**src/rtl/xcore_bjp_pkg.sv**
```systemverilog
// Shared definitions for the xcore branch/jump resolve unit: branch-type
// encoding, ALU compare-result bit positions and resolve FSM states.
package xcore_bjp_pkg;

   localparam logic [2:0] BR_JMP    = 3'd0;
   localparam logic [2:0] BR_BEQ    = 3'd1;
   localparam logic [2:0] BR_BNE    = 3'd2;
   localparam logic [2:0] BR_BLT    = 3'd3;
   localparam logic [2:0] BR_BGT    = 3'd4;
   localparam logic [2:0] BR_BLTE   = 3'd5;
   localparam logic [2:0] BR_BGTE   = 3'd6;
   localparam logic [2:0] BR_FENCEI = 3'd7;

   localparam int CMP_EQ = 0;
   localparam int CMP_LT = 1;

   typedef enum logic {
      ST_IDLE = 1'b0,
      ST_HOLD = 1'b1
   } bjp_state_e;

endpackage

```
**src/rtl/xcore_bjp_dir.sv**
```systemverilog
// Combinational direction resolve: decides whether the branch is taken,
// compares that with the fetch prediction and picks the redirect target.
module xcore_bjp_dir
   import xcore_bjp_pkg::*;
#(
   parameter int XLEN   = 32,
   parameter int SKIP_W = 2
) (
   input  logic [2:0]        br_type,
   input  logic [1:0]        cmp,
   input  logic [SKIP_W-1:0] skip,
   input  logic [XLEN-1:0]   pc,
   input  logic [XLEN-1:0]   alu_res,
   output logic              jump,
   output logic              flush,
   output logic              flush_type,
   output logic [XLEN-1:0]   target
);

   logic            eq;
   logic            lt;
   logic            pred;
   logic            taken;
   logic [XLEN-1:0] pc_plus4;
   logic [XLEN-1:0] pc_plus_skip;

   assign eq           = cmp[CMP_EQ];
   assign lt           = cmp[CMP_LT];
   assign pred         = |skip;
   assign pc_plus4     = pc + XLEN'(4);
   assign pc_plus_skip = pc + (XLEN'(skip) << 2);

   // Evaluate the branch condition for the encoded type
   always_comb begin
      taken = 1'b1;
      case (br_type)
         BR_JMP:  taken = 1'b1;
         BR_BEQ:  taken = eq;
         BR_BNE:  taken = ~eq;
         BR_BLT:  taken = lt;
         BR_BGT:  taken = ~lt & ~eq;
         BR_BLTE: taken = lt | eq;
         BR_BGTE: taken = ~lt;
         default: taken = 1'b1;
      endcase
   end

   // Compare actual direction with prediction and choose the redirect
   always_comb begin
      jump       = 1'b0;
      flush      = 1'b0;
      flush_type = 1'b0;
      target     = taken ? alu_res : pc_plus4;
      if (br_type == BR_FENCEI) begin
         jump   = 1'b1;
         flush  = 1'b1;
         target = pc_plus4;
      end else if (taken && !pred) begin
         jump       = 1'b1;
         flush      = 1'b1;
         flush_type = 1'b1;
         target     = alu_res;
      end else if (!taken && pred) begin
         jump   = 1'b1;
         flush  = 1'b1;
         target = pc_plus_skip;
      end
   end

endmodule

```
**src/rtl/xcore_bjp_resolve.sv**
```systemverilog
// Registered branch/jump resolve unit. Captures one resolve record per
// accepted branch, holds it for the PC generator over valid/ready and keeps
// a 1-bit flush epoch so wrong-path requests are dropped.
// Optional performance counters are built when XCORE_BJP_PERF_CNT_EN is defined.
module xcore_bjp_resolve
   import xcore_bjp_pkg::*;
#(
   parameter int XLEN   = 32,
   parameter int ID_W   = 3,
   parameter int SKIP_W = 2
`ifdef XCORE_BJP_PERF_CNT_EN
   ,
   parameter int CNT_W  = 32
`endif
) (
   input  logic              i_clk,
   input  logic              i_rst_n,
   input  logic              i_ex_valid,
   input  logic              i_ex_bjp_req,
   input  logic [2:0]        i_ex_br_type,
   input  logic [1:0]        i_ex_alu_cmp_res,
   input  logic [XLEN-1:0]   i_ex_alu_res,
   input  logic [XLEN-1:0]   i_ex_instr_pc,
   input  logic [SKIP_W-1:0] i_ex_instr_skip,
   input  logic [ID_W-1:0]   i_ex_instr_id,
   input  logic              i_ex_epoch,
   output logic              o_ex_ready,
   output logic              o_bjp_valid,
   input  logic              i_bjp_ready,
   output logic              o_bjp_jump_req,
   output logic              o_bjp_flush_req,
   output logic              o_bjp_flush_type,
   output logic [ID_W-1:0]   o_bjp_flush_id,
   output logic [XLEN-1:0]   o_bjp_target,
   output logic [XLEN-1:0]   o_bjp_res,
   output logic              o_epoch
`ifdef XCORE_BJP_PERF_CNT_EN
   ,
   output logic [CNT_W-1:0]  o_perf_resolved,
   output logic [CNT_W-1:0]  o_perf_mispred
`endif
);

   bjp_state_e      state_q;
   bjp_state_e      state_d;
   logic            epoch_q;
   logic            accept;
   logic            dir_jump;
   logic            dir_flush;
   logic            dir_type;
   logic [XLEN-1:0] dir_target;

   xcore_bjp_dir #(
      .XLEN   (XLEN),
      .SKIP_W (SKIP_W)
   ) u_dir (
      .br_type    (i_ex_br_type),
      .cmp        (i_ex_alu_cmp_res),
      .skip       (i_ex_instr_skip),
      .pc         (i_ex_instr_pc),
      .alu_res    (i_ex_alu_res),
      .jump       (dir_jump),
      .flush      (dir_flush),
      .flush_type (dir_type),
      .target     (dir_target)
   );

   assign o_ex_ready  = (state_q == ST_IDLE) | i_bjp_ready;
   assign accept      = i_ex_valid & i_ex_bjp_req & o_ex_ready & (i_ex_epoch == epoch_q);
   assign o_bjp_valid = (state_q == ST_HOLD);
   assign o_epoch     = epoch_q;

   // FSM state register
   always_ff @(posedge i_clk) begin
      if (!i_rst_n) state_q <= ST_IDLE;
      else          state_q <= state_d;
   end

   // Next state: a capture always lands in HOLD; HOLD drains only on ack without a new capture
   always_comb begin
      state_d = state_q;
      case (state_q)
         ST_IDLE: if (accept) state_d = ST_HOLD;
         ST_HOLD: if (i_bjp_ready && !accept) state_d = ST_IDLE;
         default: state_d = ST_IDLE;
      endcase
   end

   // Resolve record register, reloaded on every accepted request
   always_ff @(posedge i_clk) begin
      if (!i_rst_n) begin
         o_bjp_jump_req   <= 1'b0;
         o_bjp_flush_req  <= 1'b0;
         o_bjp_flush_type <= 1'b0;
         o_bjp_flush_id   <= '0;
         o_bjp_target     <= '0;
         o_bjp_res        <= '0;
      end else if (accept) begin
         o_bjp_jump_req   <= dir_jump;
         o_bjp_flush_req  <= dir_flush;
         o_bjp_flush_type <= dir_type;
         o_bjp_flush_id   <= i_ex_instr_id;
         o_bjp_target     <= dir_target;
         o_bjp_res        <= i_ex_instr_pc + XLEN'(4);
      end
   end

   // Epoch flips when a flushing record is captured, retiring the wrong path
   always_ff @(posedge i_clk) begin
      if (!i_rst_n)                  epoch_q <= 1'b0;
      else if (accept && dir_flush)  epoch_q <= ~epoch_q;
   end

`ifdef XCORE_BJP_PERF_CNT_EN
   // Count resolved records and mispredictions (fence.i is not a misprediction)
   always_ff @(posedge i_clk) begin
      if (!i_rst_n) begin
         o_perf_resolved <= '0;
         o_perf_mispred  <= '0;
      end else if (accept) begin
         o_perf_resolved <= o_perf_resolved + CNT_W'(1);
         if (dir_flush && (i_ex_br_type != BR_FENCEI))
            o_perf_mispred <= o_perf_mispred + CNT_W'(1);
      end
   end
`endif

endmodule

```
**config.mk**
```make
export PLATFORM = sky130hd
export DESIGN_NAME = xcore_bjp_resolve
export DESIGN_NICKNAME = d
export VERILOG_FILES = /design/src/rtl/xcore_bjp_pkg.sv /design/src/rtl/xcore_bjp_dir.sv /design/src/rtl/xcore_bjp_resolve.sv
export SDC_FILE = /design/constraint.sdc
export NUM_CORES = 1
export LEC_CHECK = 0
export ABC_AREA = 1
export BUFFER_PORTS_ARGS = -buffer_cell sky130_fd_sc_hd__buf_2
export CORE_MARGIN = 3
export CORE_UTILIZATION = 53
export DETAILED_ROUTE_END_ITERATION = 12
export PLACE_DENSITY_LB_ADDON = 0.12
export SKIP_CTS_REPAIR_TIMING = 1
export SLEW_MARGIN = 20
export SYNTH_ARGS = -nofsm -noshare
export SYNTH_HDL_FRONTEND = slang
export SYNTH_SLANG_ARGS = --single-unit
```
**constraint.sdc**
```tcl
create_clock -name i_clk -period 2.9 [get_ports i_clk]
set_input_delay 0.145 -clock i_clk [delete_from_list [all_inputs] [get_ports i_clk]]
set_output_delay 0.145 -clock i_clk [all_outputs]
set_load 0.02 [all_outputs]
```
== Word level (Yosys, flattened, before mapping) ==
Cells that the tools add are included.

* Add/sub/neg operators: 2
* Equality and inequality tests: 8
* Mux-type cells: 13
* Bitwise gates (word level): 10
* Reduce and logical (&&, ||, !) cells: 8

{| class="wikitable"
|+ Operators by type and width
! kind !! number
|-
| 32-bit two-way mux || 4
|-
| 32-bit by 3-bit adder with 32-bit output (second input constant) || 1
|-
| 32-bit by 4-bit adder with 32-bit output || 1
|-
| 3-bit equality test (second input constant) || 4
|-
| 1-bit two-way mux || 7
|-
| 3-bit by 2-bit equality test with 1-bit output (second input constant) || 2
|-
| 1-bit case mux with 6 select lines || 1
|-
| 1-bit bitwise AND || 4
|-
| 1-bit logical AND || 4
|-
| 1-bit NOT || 4
|-
| 3-bit by 1-bit equality test with 1-bit output (second input constant) || 1
|-
| 1-bit zero test || 3
|-
| 1-bit bitwise OR || 2
|-
| 1-bit case mux with 2 select lines || 1
|-
| 2-bit OR reduction || 1
|-
| 1-bit equality test || 1
|}

* Flip-flop bits (word level): 71
* Input port bits: 80
* Output and inout bits: 73

== Depth between registers and ports, before layout ==
Gate-level depths: netlist (run 1).

* Depth after elaboration: 9
* Mapped depth: 17

== Hierarchy ==
A second synthesis (run 1) with hierarchy kept.

* Cell total of the unflattened synthesis: 1129
* Area, all modules: 6306.0 um^2

{| class="wikitable"
|+ Modules (own cells, without submodules)
! module !! times used !! cells each !! area an instance (um^2) !! seq. area each (um^2)
|-
| xcore_bjp_resolve || 1 || 517 || 3448.3 || 1441.4
|-
| xcore_bjp_dir || 1 || 612 || 2857.7 || 0.0
|}

== Worst setup path before layout (run 1) ==
Ideal clock, no wire load.

* Path type: in2reg
* Start: input port i_ex_br_type[1]
* End: register o_bjp_target[23]
* Arrival time: 1999 ps
* Setup slack: 831 ps
* Cell stages on the path: 14
* Path through: inv_1 nand2_1 nand3_1 nand2_1 nand3_1 clkbuf_1 ha_1 clkinv_1 nand2_1 clkinv_1 clkbuf_1 nand3_1 nand2_1 a21oi_1

* Cells in the longest elaborated chain, start to end: 7
* Elaborated cells between the ends (all ways): 15

{| class="wikitable"
|+ Ends and longest elaborated chain
! element !! RTL line !! RTL
|-
| start, declared || xcore_bjp_resolve.sv:20 || <nowiki>input logic [2:0] i_ex_br_type,</nowiki>
|-
| 3-bit equality test (tied with other cells) || xcore_bjp_dir.sv:36 || <nowiki>case (br_type)</nowiki>
|-
| 1-bit case mux with 6 select lines || xcore_bjp_dir.sv:36 ||
|-
| 1-bit zero test || xcore_bjp_dir.sv:63 || <nowiki>end else if (!taken && pred) begin</nowiki>
|-
| 1-bit logical AND || xcore_bjp_dir.sv:63 ||
|-
| 32-bit two-way mux || xcore_bjp_dir.sv:63 ||
|-
| 32-bit two-way mux || xcore_bjp_dir.sv:58 || <nowiki>end else if (taken && !pred) begin</nowiki>
|-
| 32-bit two-way mux * || xcore_bjp_dir.sv:54 || <nowiki>if (br_type == BR_FENCEI) begin</nowiki>
|-
| end signal, assigned || xcore_bjp_resolve.sv:103 || <nowiki>o_bjp_target <= dir_target;</nowiki>
|-
| end, declared || xcore_bjp_resolve.sv:34 || <nowiki>output logic [XLEN-1:0] o_bjp_target,</nowiki>
|}

Mark *: on every way between the ends. The rest lies on a longest branch, timed or not.
A chain may end at the register's enable or synchronous reset.

== Worst setup path in the final report (run 1) ==
* Start: input port i_ex_br_type[1]
* End: register o_bjp_target[25]

The elaborated chain is that of the path after synthesis.

==> flow_summary.json, run 1 <==
{
  "status": "complete, no violations",
  "synth_top_cells_by_area": "dfxtp_1, nand2_1, a21oi_1",
  "syn_area_per_cell_sq_um": 5.689,
  "root_buffer": "clkbuf_8",
  "synth_compound_area_share_pct": 17.78,
  "crit_arrival_ns": 2.20,
  "worst_slew_pin_slew_ns": 0.7951,
  "end_kind": "flop",
  "worst_skew_pair.late_latency_ns": 0.35,
  "grt_usage_pct": 31.46,
  "synthXorXnorAreaFrac_pct": 2.628,
  "synth_top_family_by_area": "simple AND/OR/NAND/NOR gates",
  "pre_cts_ws_ns": 0.6514,
  "gr-total-overflow": 0,
  "slew_headroom_pct": 46.67,
  "netlist_area_sq_um": 5285,
  "slowest_delay_ns": 0.49,
  "die_y_um": 105.9,
  "grtUsageMet2_pct": 52.69,
  "initial_core_util_pct": 55.87,
  "initialDrtViolationCount": 568,
  "ys.warnings.count": 0,
  "yosys.area.top_type": "dfxtp_1",
  "dieArea_sq_um": 11210,
  "skew_ns": 0.007685,
  "first_global_vias": 5758,
  "cpMaxStageDelayCell": "nand2_1",
  "die_x_um": 105.9,
  "tritoncts": "yes",
  "fin_nets": 1150,
  "ys_ff_latch": 71,
  "path_clk_slew_ns": 0.08,
  "r2r_setup_slack_ns": 1.01,
  "critPathMaxFanout": 15,
  "routabilityCongestion": 0.9553,
  "area_delta_synth_final_pct": 19.58,
  "antenna_found_initial": 3,
  "fin_crit_sh_pct": 66.80,
  "gr-usage-met1_pct": 39.94,
  "viasPerCell": 5.344,
  "hp-start": "i_ex_alu_res[1]",
  "worstPathCellList": "buf_2 -> inv_1 -> nand2_1 -> nand3_1 -> nand2_1 -> nand3_1 -> ha_1 -> nand2_1 -> inv_1 -> a22oi_1 -> nand2_1 -> a21oi_1",
  "grt_pass1_wl_um": 28520,
  "reg2reg_depth": 10,
  "cp_num_cells": 12,
  "synthDistinctLibCells": 34,
  "p_leak_nw": 3.413,
  "timing.setup.tns_ns": 0,
  "r2r_end": "o_bjp_target[14]$_SDFFE_PN0P_",
  "worstSetupPathType": "primary input to flop",
  "busiest_layer": "met2",
  "ys_seq_area_share_pct": 26.89,
  "r2r_start": "o_bjp_valid$_SDFF_PN0_",
  "power_density_nw_per_um2": 415.1,
  "worstPathBufferInverterCount": 3,
  "wl_per_cell_um": 14.63,
  "rows": 35,
  "fin_hold_ws_ns": 0.02147,
  "rsz0062_at_grt": "no",
  "holdPathStages": 3,
  "syn-num-nets": 1015,
  "drv_slew": 0,
  "fmax_ghz": 0.5162,
  "core_area_sq_um": 9459,
  "nFillCells": 971,
  "drcViolationCount": 0,
  "synth.top_cell.area_share_pct": 26.89,
  "syn_inst": 929,
  "port_buffers": 152,
  "yosys.area_share.adder_pct": 1.563,
  "min_path_type": "primary input to flop",
  "vias": 6408,
  "synthMuxAreaShare_pct": 0,
  "setup_violations": 0,
  "peakVddDrop_mv": 0.3508,
  "ios": 153,
  "cts_buffer_depth": 2,
  "yosys.area_share.simple_pct": 40.29,
  "cp_top_family": "simple AND/OR/NAND/NOR gates",
  "drt-total-wl_um": 17540,
  "use_met3_pct": 6.246,
  "cts_made_buffers": 9,
  "critPathMostFrequentCell": "nand2_1",
  "whs_endpoint": "o_bjp_target[1]$_SDFFE_PN0P_",
  "hold_viol_final": 0,
  "startpoint_type": "primary input",
  "htreeDepth": 3,
  "hpwl_um": 13520,
  "ant_nets": 0,
  "min_period_ns": 1.937,
  "maxCapViolations": 0,
  "cts_sinks": 71,
  "setup_ws_ns": 0.9628,
  "grt_max_degree": 55,
  "cp.required_ns": 3.16,
  "detail_route.first_pass.iterations": 5,
  "drive_gt1_share_pct": 19.29
}
==> power by group <==
part           internal, mW  leakage, nW  switching (mW)  total, mW
combinational         0.266         2.74           0.529      0.795
sequential             1.03        0.579          0.0306       1.06
clock                 0.390       0.0988           0.374      0.764
==> worst max-delay path by stage <==
stage / start / to / slack (ns)
floorplan: i_ex_br_type[1] / o_bjp_target[23]$_SDFFE_PN0P_ / 0.83
global placement: i_ex_instr_pc[2] / o_bjp_target[24]$_SDFFE_PN0P_ / 0.65
detailed placement: i_ex_instr_pc[2] / o_bjp_target[18]$_SDFFE_PN0P_ / 0.65
CTS: o_bjp_valid$_SDFF_PN0_ / o_bjp_target[14]$_SDFFE_PN0P_ / 1.0
global route: i_ex_br_type[2] / o_bjp_target[25]$_SDFFE_PN0P_ / 0.74
finish: i_ex_br_type[1] / o_bjp_target[25]$_SDFFE_PN0P_ / 0.96
==> layout make-up <==
cell class / count / area (sq um) / share of cell area [%]
inverter: 109 / 409.1 / 6.474
sequential: 71 / 1421 / 22.49
antenna: 2 / 5.005 / 0.07919
multi-input combinational: 710 / 3293 / 52.11
clock buffer: 9 / 123.9 / 1.960
timing repair buffer: 163 / 843.3 / 13.34
tap: 129 / 161.4 / 2.554
clock inverter: 6 / 62.56 / 0.9899
==> worst reg2reg max path: cells and delay by family (launching register included) <==
family / cells / cell delay, ns
compound gates: 2 / 0.26
flops: 1 / 0.32
buf+inv: 3 / 0.33
simple gates: 5 / 0.86
==> through the flow <==
step | power [mW] | std cells | instance area, sq um | utilization, %
floorplan | 1.598 | 929 | 5285 | -
global placement | 1.865 | 1182 | 6128 | 64.79
detailed placement | 1.871 | 1182 | 6128 | 64.79
CTS | 2.624 | 1197 | 6315 | 66.76
global route | 2.771 | 1198 | 6317 | 66.79
finish | 2.624 | 1199 | 6320 | 66.81
==> cells in the mapped netlist (all sizes together) <==
cell type,count
nor2,102
a211oi,1
a22oi,7
a32o,1
and2,3
o22ai,6
ha,5
nor3,1
a31oi,1
a21oi,81
clkinv,5
inv,104
nand4,2
dfxtp,71
o21bai,1
nand3,70
xor2,11
xnor2,4
fa,1
o211ai,5
o21ai,69
clkbuf,25
o21a,1
buf,14
nand2,333
nand3b,2
a21o,3
==> cell usage in the layout (no fill, tap or decap), types with 4 or more instances in the layout <==
cell	count
xnor2_1	4
nand2_2	8
a21oi_1	81
o21ai_0	65
clkbuf_8	9
o22ai_1	6
inv_1	104
nand2_1	325
o21ai_1	4
dfxtp_1	71
a22oi_1	7
clkinv_1	5
buf_2	152
nand3_1	70
nor2_4	6
o211ai_1	5
nor2_1	83
nor2_2	13
xor2_1	10
ha_1	5
buf_4	11
==> registers in the layout (all words and copies together), names as in the netlist <==
name,count
o_bjp_res,32
o_bjp_target,32
o_bjp_flush_id,3
o_bjp_flush_req,1
o_bjp_flush_type,1
o_bjp_valid,1
o_epoch,1
==> routing by layer <==
metal  wire length, um  vias up
met2              8229      313
li1                  -     3211
met1              6935     2838
met4               630        2
met5                14        -
met3              1733       44
==> logic make-up after synthesis <==
group	count (synthesis)
buffers and inverters	148
AND/OR/NAND/NOR	513
AO/OA/AOI/OAI	176
adder cells (fa/ha/maj)	6
flip-flops	71
XOR/XNOR	15
Power figures use the tool's default switching activity.
==> run 2, diff against run 1 <==
Clock period 2.9 ns to 1.93 ns, I/O delays scaled along.
==> flow_summary.json, run 2 (same netlist as run 1, synthesis figures left out) <==
{
  "status": "finished, violations left",
  "violations": "hold timing",
  "hold_viol_final": 1,
  "core_area_sq_um": 9459,
  "p_leak_nw": 3.568,
  "power_density_nw_per_um2": 660.7,
  "fin_hold_ws_ns": -0.02667,
  "min_period_ns": 1.663,
  "port_buffers": 152,
  "top_regs": "o_bjp_res x32, o_bjp_target x32, o_bjp_flush_id x3",
  "drive_gt1_share_pct": 21.28,
  "worst_slew_pin_slew_ns": 0.5194,
  "die_y_um": 105.9,
  "p_total_mw": 4.364,
  "viasPerCell": 5.401,
  "first_global_vias": 5971,
  "setup_violations": 0,
  "timing.setup.tns_ns": 0,
  "tritoncts": "yes",
  "fmax_ghz": 0.6014,
  "routabilityCongestion": 0.9964,
  "slowest_delay_ns": 0.43,
  "cts_made_buffers": 9,
  "fin_area_sq_um": 6605,
  "pwr-share-seq_pct": 36.7,
  "dieArea_sq_um": 11210,
  "cts_buffer_depth": 2,
  "cp.required_ns": 2.19,
  "final_cell_mix": "nand2_1, buf_2, inv_1",
  "postPlaceCellArea_sq_um": 6342,
  "initial_core_util_pct": 55.87,
  "initialDrtViolationCount": 536,
  "min_path_type": "primary input to flop",
  "rsz0062_at_grt": "no",
  "fin_crit_sh_pct": 86.15,
  "crit_arrival_ns": 1.93,
  "detail_route.first_pass.iterations": 5,
  "area_delta_synth_final_pct": 24.98,
  "sw_frac_of_total_pct": 33.50,
  "grt_pass1_wl_um": 28670,
  "grt_max_degree": 55,
  "p_int_mw": 2.902,
  "worstPathCellList": "buf_2 -> ha_1 -> inv_1 -> fa_1 -> nor2_4 -> nand2_1 -> nor2_1 -> nand2_1 -> a21oi_1 -> o21ai_0 -> nand3_1 -> nand2_1 -> a21oi_1",
  "cp_top_family": "simple AND/OR/NAND/NOR gates",
  "setup.worst_path.start": "i_ex_instr_pc[2]",
  "maxCapViolations": 0,
  "cpMaxStageDelayCell": "fa_1",
  "hp-start": "i_ex_alu_res[0]",
  "end_kind": "flop",
  "dp.cells": 1207,
  "layout.cells.non_filler": 1224,
  "worst_skew_pair.late_latency_ns": 0.35,
  "power.switching_mw": 1.462,
  "r2r_start": "o_bjp_valid$_SDFF_PN0_",
  "gr-total-overflow": 0,
  "critPathMostFrequentCell": "nand2_1",
  "layout.cells.most_common": "nand2_1",
  "worstSetupPathType": "primary input to flop",
  "slew_headroom_pct": 65.16,
  "critPathMaxFanout": 5,
  "hpwl_um": 14140,
  "wl_per_cell_um": 14.95,
  "drv_slew": 0,
  "htreeDepth": 3,
  "drcViolationCount": 0,
  "nFillCells": 925,
  "vias": 6611,
  "rows": 35,
  "grt_usage_pct": 31.80,
  "drt-total-wl_um": 18300,
  "skew_ns": 0.006464,
  "diodes": 0,
  "ant_nets": 0,
  "fin_nets": 1176,
  "power_frac_clock_pct": 34.2,
  "root_buffer": "clkbuf_8",
  "comb_power_share_pct": 29.1,
  "peakVddDrop_mv": 0.5443,
  "antenna_found_initial": 0,
  "cts_sinks": 71,
  "path_clk_slew_ns": 0.08,
  "worstPathBufferInverterCount": 2,
  "startpoint_type": "primary input",
  "die_x_um": 105.9,
  "ios": 153
}
==> run 2: cell count changes in the layout (fill, tap and decap cells not counted), moves of 2 or more <==
cell       before  now
clkinv_4        2    0
buf_12          0    2
bufinv_16       1    3
diode_2         2    0
buf_4          11   34
clkinv_2        3    1
inv_6           0    2
==> run 2: layout make-up <==
type,instances,area (sq um),area share [%]
inverter,109,410.4,6.213
sequential,71,1421,21.52
clock buffer,10,137.6,2.084
timing repair buffer,189,1066,16.14
clock inverter,6,115.1,1.743
multi-input combinational,710,3293,49.86
tap,129,161.4,2.444
==> run 2: tightest hold or removal path: stages <==
cell and delay, ns:
buf_2 0.08, a21oi_1 0.05, nor2_1 0.07
==> run 2: per-layer routing <==
layer | GRT usage, % | part of all wire [%]
met1 | 39.16 | 40
met2 | 54.23 | 48
met3 | 5.573 | 8.5
met4 | 13.97 | 4.3
met5 | 0 | 0
==> run 2: per-stage QoR <==
step | util [%] | setup slack (ns)
global route | 69.83 | 0.06501
CTS | 69.72 | 0.2864
global placement | 67.05 | -0.01221
finish | 69.83 | 0.2673
detailed placement | 67.05 | -0.07779
floorplan | - | 0.02322
==> run 2: worst paths after layout <==
check	endpoint	slack [ns]	depth (start not counted)
min	o_bjp_target[0]$_SDFFE_PN0P_	-0.03	3
max reg2reg	o_bjp_target[20]$_SDFFE_PN0P_	0.29	10
max	o_bjp_target[28]$_SDFFE_PN0P_	0.27	13
min reg2reg	o_bjp_res[23]$_SDFFE_PN0P_	0.46	2
==> run 2: power by group through the flow <==
| stage | combinational [mW] | clock [mW] | sequential [mW] |
|---|---|---|---|
| final | 1.27 | 1.49 | 1.60 |
| after global routing | 1.39 | 1.56 | 1.61 |
| after CTS | 1.25 | 1.51 | 1.60 |
| after detailed placement | 1.24 | 0 | 1.63 |
| after global placement | 1.23 | 0 | 1.63 |
| after floorplan | 0.667 | 0 | 1.74 |
==> run 3, diff against run 2 <==
Settings changed: CORE_ASPECT_RATIO set to 1.2.
==> flow_summary.json, run 3 (same netlist as run 1, synthesis figures left out) <==
{
  "area_delta_synth_final_pct": 25.09,
  "maxCapViolations": 0,
  "power_density_nw_per_um2": 682.6,
  "p_total_mw": 4.513,
  "r2r_end": "o_bjp_target[23]$_SDFFE_PN0P_",
  "peakVddDrop_mv": 0.6176,
  "rsz0062_at_grt": "no",
  "cts_sinks": 71,
  "die_y_um": 115.4,
  "crit_arrival_ns": 1.96,
  "grt_usage_pct": 32.11,
  "gr-total-overflow": 0,
  "initialDrtViolationCount": 391,
  "cts_made_buffers": 9,
  "path_clk_slew_ns": 0.06,
  "critPathMaxFanout": 5,
  "ant_nets": 0,
  "cpMaxStageDelayCell": "fa_1",
  "root_buffer": "clkbuf_16",
  "nFillCells": 925,
  "hpwl_um": 13780,
  "worst_slew_pin_slew_ns": 0.4133,
  "wl_per_cell_um": 14.74,
  "end_kind": "flop",
  "worstPathCellList": "buf_2 -> ha_1 -> inv_1 -> fa_1 -> nor2_4 -> nand2_1 -> buf_4 -> nor2_1 -> xor2_1 -> nand2_1 -> nand3_1 -> nand2_1 -> a21oi_1",
  "final_cell_mix": "nand2_1, buf_2, inv_1",
  "drv_slew": 0,
  "p_leak_nw": 3.576,
  "core_area_sq_um": 9613,
  "initial_core_util_pct": 54.98,
  "startpoint_type": "primary input",
  "holdPathStages": 3,
  "fin_crit_sh_pct": 87.85,
  "fmax_ghz": 0.5898,
  "min_path_type": "primary input to flop",
  "worstSetupPathType": "primary input to flop",
  "r2r_setup_slack_ns": 0.28,
  "vias": 6492,
  "diodes": 0,
  "port_buffers": 152,
  "hold_viol_final": 2,
  "reg2reg_depth": 10,
  "routabilityCongestion": 0.9532,
  "grt_pass1_wl_um": 29190,
  "fin_nets": 1174,
  "ios": 153,
  "min_period_ns": 1.696,
  "worst_skew_pair.late_latency_ns": 0.33,
  "viasPerCell": 5.339,
  "rows": 39,
  "skew_ns": 0.004086,
  "top_regs": "o_bjp_res x32, o_bjp_target x32, o_bjp_flush_id x3",
  "critPathMostFrequentCell": "nand2_1",
  "detail_route.first_pass.iterations": 7,
  "drcViolationCount": 0,
  "worstPathBufferInverterCount": 3,
  "dieArea_sq_um": 11210,
  "first_global_vias": 6141,
  "r2r_start": "o_bjp_valid$_SDFF_PN0_",
  "critPathCapture": "o_bjp_target[16]$_SDFFE_PN0P_",
  "fin_hold_ws_ns": -0.002456,
  "status": "finished, violations left",
  "die_x_um": 97.16,
  "cp_top_family": "simple AND/OR/NAND/NOR gates",
  "layout.cells.most_common": "nand2_1",
  "drt-total-wl_um": 17930,
  "violations": "hold timing",
  "cts_buffer_depth": 2,
  "tritoncts": "yes",
  "antenna_found_initial": 0,
  "fin_util_pct": 68.78,
  "slowest_delay_ns": 0.42,
  "setup_violations": 0,
  "drive_gt1_share_pct": 21.13,
  "cp_num_cells": 13,
  "htreeDepth": 3,
  "setup.worst_path.start": "i_ex_instr_pc[2]",
  "cp.required_ns": 2.19,
  "slew_headroom_pct": 72.45,
  "grt_max_degree": 55
}
[run 3: cell types whose count changed in the layout (fill, tap and decap cells not counted)]
cell and change:
clkbuf_8 -10, clkbuf_16 +9, bufinv_16 -2, buf_12 -1, clkbuf_1 +1, clkinv_2 +1
clkinvlp_4 +1, dlygate4sd3_1 -1
[run 3: worst min path at each step]
stage | end | from | slack (ns)
after floorplan | o_bjp_res[2]$_SDFFE_PN0P_ | i_ex_instr_pc[2] | 0.19
after global placement | o_bjp_target[1]$_SDFFE_PN0P_ | i_ex_alu_res[1] | 0.33
after detailed placement | o_bjp_target[0]$_SDFFE_PN0P_ | i_ex_alu_res[0] | 0.33
after CTS | o_bjp_target[1]$_SDFFE_PN0P_ | i_ex_alu_res[1] | -0.009
after global routing | o_bjp_flush_id[1]$_SDFFE_PN0P_ | i_ex_instr_id[1] | 0.03
final | o_bjp_target[0]$_SDFFE_PN0P_ | i_ex_alu_res[0] | -0.002
[run 3: area by class of cell]
cell class | count | area (sq um) | share of cell area [%]
multi-input cells | 710 | 3293 | 49.81
clock inverters | 6 | 67.56 | 1.022
inverters | 109 | 410.4 | 6.207
repair buffers | 187 | 1036 | 15.67
clock buffers | 10 | 229.0 | 3.463
flip-flops and latches | 71 | 1421 | 21.50
well taps | 123 | 153.9 | 2.328
[run 3: per-layer routing]
metal | global-route usage (%) | vias to the layer above | wire [um]
met2 | 55.39 | 294 | 8591
met4 | 20.32 | 0 | 1203
met5 | 0 | - | 0
met1 | 36.39 | 2857 | 6787
met3 | 6.614 | 76 | 1345
li1 | - | 3265 | -
[run 3: metrics by stage]
step	std cells	instance area, sq um	worst slack, ns	setup TNS (ns)
after detailed placement	1200	6315	-0.07680	-0.4912
after floorplan	929	5289	0.02322	0
final	1216	6611	0.2345	0
after global routing	1216	6611	0.05412	0
after global placement	1200	6315	-0.02081	-0.04639
after CTS	1216	6611	0.2529	0
[run 3: worst register-to-register path: cells and delay by family (launching register included)]
| kind | cells | cell delay [ns] |
|---|---|---|
| DFF | 1 | 0.32 |
| and+or+nand+nor | 5 | 0.64 |
| buffers and inverters | 3 | 0.42 |
| AOI/OAI and AO/OA | 2 | 0.15 |
[run 3: where the power goes]
| part | switching [mW] | internal [mW] | total (mW) |
|---|---|---|---|
| logic | 0.818 | 0.434 | 1.25 |
| registers | 0.0434 | 1.55 | 1.60 |
| clock network | 0.655 | 1.01 | 1.66 |
| total | 1.52 | 3.00 | 4.51 |
